--- config.mk ---
export PLATFORM = sky130hd
export DESIGN_NAME = uart_tx_engine
export DESIGN_NICKNAME = d
export VERILOG_FILES = /design/src/rtl/uart_tx_engine.sv
export SDC_FILE = /design/constraint.sdc
export NUM_CORES = 1
export LEC_CHECK = 0
export ABC_CLOCK_PERIOD_IN_PS = 3200
export BUFFER_PORTS_ARGS = -buffer_cell sky130_fd_sc_hd__clkbuf_2
export CORE_UTILIZATION = 30
export DETAILED_ROUTE_END_ITERATION = 10
export PLACE_DENSITY = 0.52
export SYNTH_ARGS = -nofsm -noshare
export SYNTH_HDL_FRONTEND = slang
export SYNTH_SLANG_ARGS = --single-unit
--- constraint.sdc ---
create_clock -name clk -period 3.2 [get_ports clk]
set_input_delay 0.8 -clock clk [delete_from_list [all_inputs] [get_ports clk]]
set_output_delay 0.8 -clock clk [all_outputs]
set_load 0.03 [all_outputs]
--- src/rtl/uart_tx_engine.sv ---
// uart_tx_engine: RS232 transmitter engine. It sends DATA_BITS data bits LSB first.
// Each frame has one start bit, an optional parity bit and STOP_BITS stop bits.
// A one-entry holding register with a valid/ready handshake lets frames run back to back.
// Optional feature: define UART_TX_PARITY_EN to insert a parity bit after the data bits.
// parity_odd selects the sense: 1 is odd, 0 is even.
module uart_tx_engine #(
   parameter int unsigned DATA_BITS = 8,
   parameter int unsigned CLK_DIV   = 434,
   parameter int unsigned STOP_BITS = 1
) (
   input  logic                 clk,
   input  logic                 rst,
   input  logic [DATA_BITS-1:0] tx_data,
   input  logic                 tx_valid,
   output logic                 tx_ready,
   input  logic                 parity_odd,
   output logic                 tx,
   output logic                 busy,
   output logic                 tx_done,
   output logic [2:0]           tx_state
);

   localparam int unsigned BaudW = (CLK_DIV > 1) ? $clog2(CLK_DIV) : 1;
   localparam int unsigned CntW  = $clog2(DATA_BITS + 1);

   localparam logic [BaudW-1:0] BaudLast = BaudW'(CLK_DIV - 1);
   localparam logic [CntW-1:0]  DataLast = CntW'(DATA_BITS - 1);
   localparam logic [CntW-1:0]  StopLast = CntW'(STOP_BITS - 1);

   typedef enum logic [2:0] {
      StIdle   = 3'b000,
      StStart  = 3'b001,
      StData   = 3'b010,
      StParity = 3'b011,
      StStop   = 3'b100
   } state_e;

   state_e               state_q, state_d;
   logic [BaudW-1:0]     baud_q, baud_d;
   logic [CntW-1:0]      bit_cnt_q, bit_cnt_d;
   logic [DATA_BITS-1:0] shift_q, shift_d;
   logic                 hold_full_q, hold_full_d;
   logic [DATA_BITS-1:0] hold_data_q, hold_data_d;
   logic                 tx_q, tx_d;
   logic                 accept;
   logic                 load;
   logic                 bit_end;

`ifdef UART_TX_PARITY_EN
   logic                 hold_odd_q, hold_odd_d;
   logic                 par_q, par_d;
`else
   logic                 unused_parity_odd;
   assign unused_parity_odd = parity_odd;
`endif

   assign accept   = tx_valid & ~hold_full_q;
   assign bit_end  = (baud_q == BaudLast);
   assign tx_ready = ~hold_full_q;
   assign busy     = (state_q != StIdle);
   assign tx_state = state_q;
   assign tx       = tx_q;

   // Holding register: filled on accept, emptied when the engine loads the word.
   always_comb begin
      hold_full_d = hold_full_q;
      hold_data_d = hold_data_q;
      if (load) begin
         hold_full_d = 1'b0;
      end
      // accept and load are exclusive: accept needs an empty hold, load a full one
      if (accept) begin
         hold_full_d = 1'b1;
         hold_data_d = tx_data;
      end
   end

`ifdef UART_TX_PARITY_EN
   // The parity sense travels with the word; parity is fixed at load time.
   always_comb begin
      hold_odd_d = accept ? parity_odd : hold_odd_q;
      par_d      = load ? ((^hold_data_q) ^ hold_odd_q) : par_q;
   end
`endif

   // Frame sequencing: next state, baud divider, bit counter, shift register.
   always_comb begin
      state_d   = state_q;
      baud_d    = baud_q + BaudW'(1);
      bit_cnt_d = bit_cnt_q;
      shift_d   = shift_q;
      load      = 1'b0;
      tx_done   = 1'b0;

      case (state_q)
         StIdle: begin
            baud_d    = '0;
            bit_cnt_d = '0;
            if (hold_full_q) begin
               load    = 1'b1;
               shift_d = hold_data_q;
               state_d = StStart;
            end
         end

         StStart: begin
            if (bit_end) begin
               baud_d    = '0;
               bit_cnt_d = '0;
               state_d   = StData;
            end
         end

         StData: begin
            if (bit_end) begin
               baud_d  = '0;
               shift_d = shift_q >> 1;
               if (bit_cnt_q == DataLast) begin
                  bit_cnt_d = '0;
`ifdef UART_TX_PARITY_EN
                  state_d   = StParity;
`else
                  state_d   = StStop;
`endif
               end else begin
                  bit_cnt_d = bit_cnt_q + CntW'(1);
               end
            end
         end

`ifdef UART_TX_PARITY_EN
         StParity: begin
            if (bit_end) begin
               baud_d    = '0;
               bit_cnt_d = '0;
               state_d   = StStop;
            end
         end
`endif

         StStop: begin
            // bit_cnt_q counts stop bits here
            if (bit_end) begin
               baud_d = '0;
               if (bit_cnt_q == StopLast) begin
                  tx_done   = 1'b1;
                  bit_cnt_d = '0;
                  if (hold_full_q) begin
                     load    = 1'b1;
                     shift_d = hold_data_q;
                     state_d = StStart;
                  end else begin
                     state_d = StIdle;
                  end
               end else begin
                  bit_cnt_d = bit_cnt_q + CntW'(1);
               end
            end
         end

         default: begin
            baud_d    = '0;
            bit_cnt_d = '0;
            state_d   = StIdle;
         end
      endcase
   end

   // Line level for the next cycle, derived from next state so that tx leaves a flop.
   always_comb begin
      tx_d = 1'b1;
      case (state_d)
         StStart:  tx_d = 1'b0;
         StData:   tx_d = shift_d[0];
`ifdef UART_TX_PARITY_EN
         StParity: tx_d = par_d;
`endif
         default:  tx_d = 1'b1;
      endcase
   end

   // State and datapath registers; reset drives the line idle immediately.
   always_ff @(posedge clk or negedge rst) begin
      if (!rst) begin
         state_q     <= StIdle;
         baud_q      <= '0;
         bit_cnt_q   <= '0;
         shift_q     <= '0;
         hold_full_q <= 1'b0;
         hold_data_q <= '0;
         tx_q        <= 1'b1;
      end else begin
         state_q     <= state_d;
         baud_q      <= baud_d;
         bit_cnt_q   <= bit_cnt_d;
         shift_q     <= shift_d;
         hold_full_q <= hold_full_d;
         hold_data_q <= hold_data_d;
         tx_q        <= tx_d;
      end
   end

`ifdef UART_TX_PARITY_EN
   // Parity sense and computed parity bit.
   always_ff @(posedge clk or negedge rst) begin
      if (!rst) begin
         hold_odd_q <= 1'b0;
         par_q      <= 1'b0;
      end else begin
         hold_odd_q <= hold_odd_d;
         par_q      <= par_d;
      end
   end
`endif

endmodule

* Word level (Yosys, flattened, before mapping)
Index checks and enable logic that the tools add are counted.
** Storage, ports and cells
- Output and inout port bits :: 7
- Register bits :: 34
** Cells by class
- Muxes and demuxes :: 31
- Bitwise logic cells :: 2
- Reductions and logical operators :: 8
- Equal/unequal tests :: 11
- Add/sub/neg operators :: 2
** Operator list (number)
- 8-bit 2-to-1 mux :: 4
- 8-bit case mux with 3 select lines :: 1
- 4-bit 2-to-1 mux :: 5
- 3-bit 2-to-1 mux :: 6
- 9-bit 2-to-1 mux :: 2
- 3-bit case mux with 4 select lines :: 1
- 4-bit case mux with 3 select lines :: 1
- 9-bit by 1-bit adder with 9-bit output (second input constant) :: 1
- 9-bit equality test (second input constant) :: 1
- 1-bit 2-to-1 mux :: 9
- 2-bit != test (second input constant) :: 4
- 3-bit by 1-bit equality test with 1-bit output (second input constant) :: 2
- 3-bit by 2-bit equality test with 1-bit output (second input constant) :: 2
- 3-bit nonzero test :: 2
- 4-bit by 1-bit adder with 4-bit output (second input constant) :: 1
- 4-bit by 3-bit equality test with 1-bit output (second input constant) :: 1
- 4-bit logical NOT :: 1
- 1-bit case mux with 2 select lines :: 2
- 4-bit AND reduction :: 1
- 3-bit equality test (second input constant) :: 1
- 3-bit logical NOT :: 1
- 3-bit AND reduction :: 1
- 3-bit OR reduction :: 1
- 2-bit nonzero test :: 1
- other kinds (2) :: 2

* Depth between registers and ports, before layout
- Word-level depth :: 6
- Mapped depth :: 8
- Depth with buffers taken out :: 6

* Least setup slack after synthesis
Ideal clock, no wire load.
- Path kind :: reg-to-output
- From :: reg bit_cnt_q[0]
- To :: out tx_done
- Cell stages (with the launch flop) :: 6
- Setup slack :: 732 ps
- Required time :: 2400 ps
- Path buffers :: 0
- Arrival :: 1668 ps
- Path through :: dfrtp_1 -> inv_1 -> ha_1 -> nor3b_1 -> nand3_1 -> nor2_1
** Between the ends
- Word-level cells in the longest chain between the ends :: 4
** RTL lines
- from (decl) :: RTL line 40 : logic [CntW-1:0] bit_cnt_q, bit_cnt_d;
- from (signal assigned) :: RTL line 195 : bit_cnt_q <= bit_cnt_d;
- 4-bit logical NOT :: RTL line 145 : if (bit_cnt_q == StopLast) begin
- 1-bit 2-to-1 mux :: RTL line 145
- 1-bit 2-to-1 mux :: RTL line 143 : if (bit_end) begin
- 1-bit 2-to-1 mux :: RTL line 95 : case (state_q)
- to (decl) :: RTL line 19 : output logic tx_done,
Every way passes these cells.

* Worst setup path in the final report
- From :: reg baud_q[1]
- To :: out tx_done
** Between the ends
- Word-level cells in the longest chain between the ends :: 3
** RTL lines
- from (decl) :: RTL line 39 : logic [BaudW-1:0] baud_q, baud_d;
- from (signal assigned) :: RTL line 194 : baud_q <= baud_d;
- 9-bit equality test :: RTL line 58 : assign bit_end = (baud_q == BaudLast);
- 1-bit 2-to-1 mux :: RTL line 143
- 1-bit 2-to-1 mux :: RTL line 95
Every way passes these cells.

==> implementation parameters <==
Parameter                              Value

STA
  Max Freq ... around 380 MHz
  Setup repair after global routing missed its margin ... no
  Final period utilization ... 0.820
  Worst Tran Pin Value ... 1.04 ns
  Hold violation count in the final report ... 0
  Total setup violations reported at the end of the flow ... 0
  Final Slew Violations ... 0
  Clock tree skew after final layout ... 0.00420 ns
  Final worst setup slack ... 0.575 ns
  Total Negative Setup Slacks ... 0 ns
  Headroom to the max-slew limit ... 0.307
  Min cycle time layout ... 2.62 ns

Min path
  Min-delay worst type ... reg -> reg

Floorplan
  Height of the die ... 80.5 um
  Count of boundary I/O pins ... 19
  Floorplan core area ... just under 0.006 mm^2
  Starting density of the core ... 0.312
  Std-Cell Rows ... 28
  Chip Width ... 80.5 um
  Die Area ... 0.00648 mm^2

Placement
  DPL Wire Length ... 2620 um
  Worst slack, placed ... between 0.9 and 1 ns
  IO Port Bufs ... 17
  Gpl congestion ... 0.760

Logic synthesis
  Main area contributors after synthesis ... sky130_fd_sc_hd__dfrtp_1 (45%), sky130_fd_sc_hd__mux2_2 (4.9%), sky130_fd_sc_hd__inv_1 (3.9%)
  Fraction of synthesized cell area in xor and xnor cells ... 0.0426
  Portion of synthesized cell area occupied by the leading cell type ... 0.447
  Adder-Cell Fraction of Synth Area ... 0.0271
  Synthesized netlist net count ... 201
  Avg Inst Size Synth ... 10.0 um^2
  Dominant combinational cell family by area after synthesis ... simple AND/OR/NAND/NOR gates
  Number of enable flip-flop cells after synthesis ... 0
  Unique masters post-synth ... 46
  Compound-cell area share of the yosys netlist ... 0.156
  Yosys warnings ... 0
  Multiplexer share of the synthesized area ... 0.0595
  Share of the yosys chip area belonging to registers ... 0.461
  Most used DFF post-synth ... sky130_fd_sc_hd__dfrtp_1
  Number of storage elements in the synthesis netlist ... 34
  Share of synthesized cell area in and, or, nand and nor gates ... 0.201
  Async SR Flop Fraction ... 1.00
  Number of instances in the synthesized netlist ... about 190
  Mapped Area ... 0.00185 mm^2
  Leading area contributor after synthesis ... sky130_fd_sc_hd__dfrtp_1

Detailed routing
  Vias per std cell ... slightly below 5
  Detailed-route wire length per cell ... 13.6 um
  Iteration-0 DRC count of the detailed router ... 42
  Post-detailed-route DRC marker count ... 0
  Drt total wl ... 3820 um
  Antenna-violating nets left ... 0
  Vias ... 1393
  Router iterations before antenna repair ... 4

Pwr
  Maximum resistive drop on vdd ... 296 uV
  Static leakage ... approximately 0.95 nW
  Power density over the cells ... 697 mW/mm^2

Final layout
  Layout fillers ... 619
  Most common library cell in the layout ignoring fill and taps ... sky130_fd_sc_hd__dfrtp_1
  Area growth from synthesis to layout ... 16.4%
  Most frequent cells in the layout ... sky130_fd_sc_hd__dfrtp_1 (33), sky130_fd_sc_hd__inv_1 (19), sky130_fd_sc_hd__nor2_1 (18)
  Final nets ... 220
  Fraction of layout cells with a size suffix above 1 ... 0.224
  Number of antenna cells inserted ... 0

Global routing
  Total global routing track utilization ... 0.133
  Overflow left after global routing ... 0
  Wire length of the first global-routing pass ... roughly 6400 um
  Number of antenna violations at the first check in global routing ... 0
  Vias in the first global route ... 1356
  Largest net degree at the start of global routing ... 35

Clock tree
  Clk buf depth ... 2
  Clock tree from TritonCTS ... built
  CTS clock-pin slew for the worst setup and hold paths ... 0.07 ns
  TritonCTS sink count ... 34
  Post-CTS setup repair buffer count ... 0
  CTS Root Cell ... sky130_fd_sc_hd__clkbuf_8
  Total of cells resized after clock tree synthesis ... 0
  Clock buffers created by TritonCTS ... 5
  Worst-skew pair later-pin latency ... 0.30 ns
  CTS HTree Levels ... 2
  Hold-fix buffer count after cts ... 0

Worst setup path
  Slack of the worst reg-to-reg path ... 1.20 ns
  Maximum fanout along the worst path ... 7
  Type of origin of the critical path ... register
  Worst setup path category ... reg -> out
  Arr. time, crit path ... 1.82 ns
  Req. time, crit path ... about 2.4 ns
  Kind of capture point of the worst setup path ... primary output

Flow run
  Number of max-capacitance violations reported ... 0

Run status
  Result of the run ... finished clean
## flip-flops by register name, indices dropped and copies added (netlist names)
signal,cells
shift_q,8
bit_cnt_q,4
hold_full_q,1
tx,1
tx_state,3
baud_q,9
hold_data_q,8
## area by class of cell
type / instances / area (um^2) / share of cell area
Multi-Input combinational cell: 126 / 900 / 0.418
Sequential cell: 34 / 852 / 0.396
Tap cell: 75 / 93.8 / 0.0436
Timing Repair Buffer: 18 / 92.6 / 0.0430
Clock buffer: 6 / 82.6 / 0.0384
Inverter: 19 / 71.3 / 0.0331
Clock inverter: 2 / 60.1 / 0.0279
## worst max-delay path: stages, from the launching register on
cell and delay [ns]:
sky130_fd_sc_hd__dfrtp_1 0.41, sky130_fd_sc_hd__inv_1 0.07, sky130_fd_sc_hd__ha_1 0.17, sky130_fd_sc_hd__and4_1 0.37, sky130_fd_sc_hd__nand3_1 0.17, sky130_fd_sc_hd__nor2_1 0.14, sky130_fd_sc_hd__clkbuf_2 0.21
## cell usage after synthesis (2+ instances only)
cell type	count
sky130_fd_sc_hd__dfrtp_1	33
sky130_fd_sc_hd__inv_1	19
sky130_fd_sc_hd__nor2_1	18
sky130_fd_sc_hd__nand2_1	12
sky130_fd_sc_hd__mux2_2	8
sky130_fd_sc_hd__o22ai_1	7
sky130_fd_sc_hd__xnor2_1	7
sky130_fd_sc_hd__a21o_1	6
sky130_fd_sc_hd__nand3_1	6
sky130_fd_sc_hd__o21ai_0	6
sky130_fd_sc_hd__a21oi_1	4
sky130_fd_sc_hd__ha_1	4
sky130_fd_sc_hd__nand2b_1	4
sky130_fd_sc_hd__nor3_1	4
sky130_fd_sc_hd__buf_2	3
sky130_fd_sc_hd__clkbuf_1	3
sky130_fd_sc_hd__nand4_1	3
sky130_fd_sc_hd__o2111ai_1	3
sky130_fd_sc_hd__a32oi_1	2
sky130_fd_sc_hd__mux2i_1	2
sky130_fd_sc_hd__nor2b_1	2
sky130_fd_sc_hd__nor3b_1	2
sky130_fd_sc_hd__o21a_1	2
sky130_fd_sc_hd__or3b_2	2
sky130_fd_sc_hd__xor2_1	2
## path summary, 6_finish.rpt
kind / from / end / cells after the start
hold reg to reg: shift_q[2] / shift_q[2] / 1
min in group asynchronous: rst / hold_full_q / 1
max in group asynchronous: rst / shift_q[2] / 1
setup / recovery: baud_q[1] / tx_done / 6
setup reg to reg: baud_q[0] / shift_q[0] / 5
hold / removal: shift_q[2] / shift_q[2] / 1
## logic make-up after synthesis
logic type                 after synthesis
adders and majority gates                4
and+or+nand+nor                         64
muxes                                   10
AOI/OAI and AO/OA                       39
buffers and inverters                   25
xor gates and xnor gates                 9
DFF                                     34
## power breakdown
group	internal (mW)	total [mW]	leakage (nW)	switching, mW
clock	0.332	0.507	0.0714	0.175
combinational	0.159	0.313	0.469	0.154
sequential	0.565	0.681	0.410	0.115
## routing by layer
layer / vias up / wire, um / track usage
li1: 691 / - / -
met1: 672 / 2010 / 0.181
met2: 23 / 1620 / 0.197
met3: 7 / 130 / 0.0307
met4: 0 / 55 / 0.0643
met5: - / 0 / 0
## through the flow
stage	cell area (um^2)	hold WS, ns	instances	power, mW	util
after global placement	2010	0.461	272	0.997	0.339
final	2150	0.477	280	1.50	0.363
after detailed placement	2010	0.466	272	1.00	0.339
after CTS	2150	0.483	280	1.51	0.363
after floorplan	1850	0.450	185	0.917	-
after global routing	2150	0.493	280	1.60	0.363
Power figures use the tool's default switching activity.
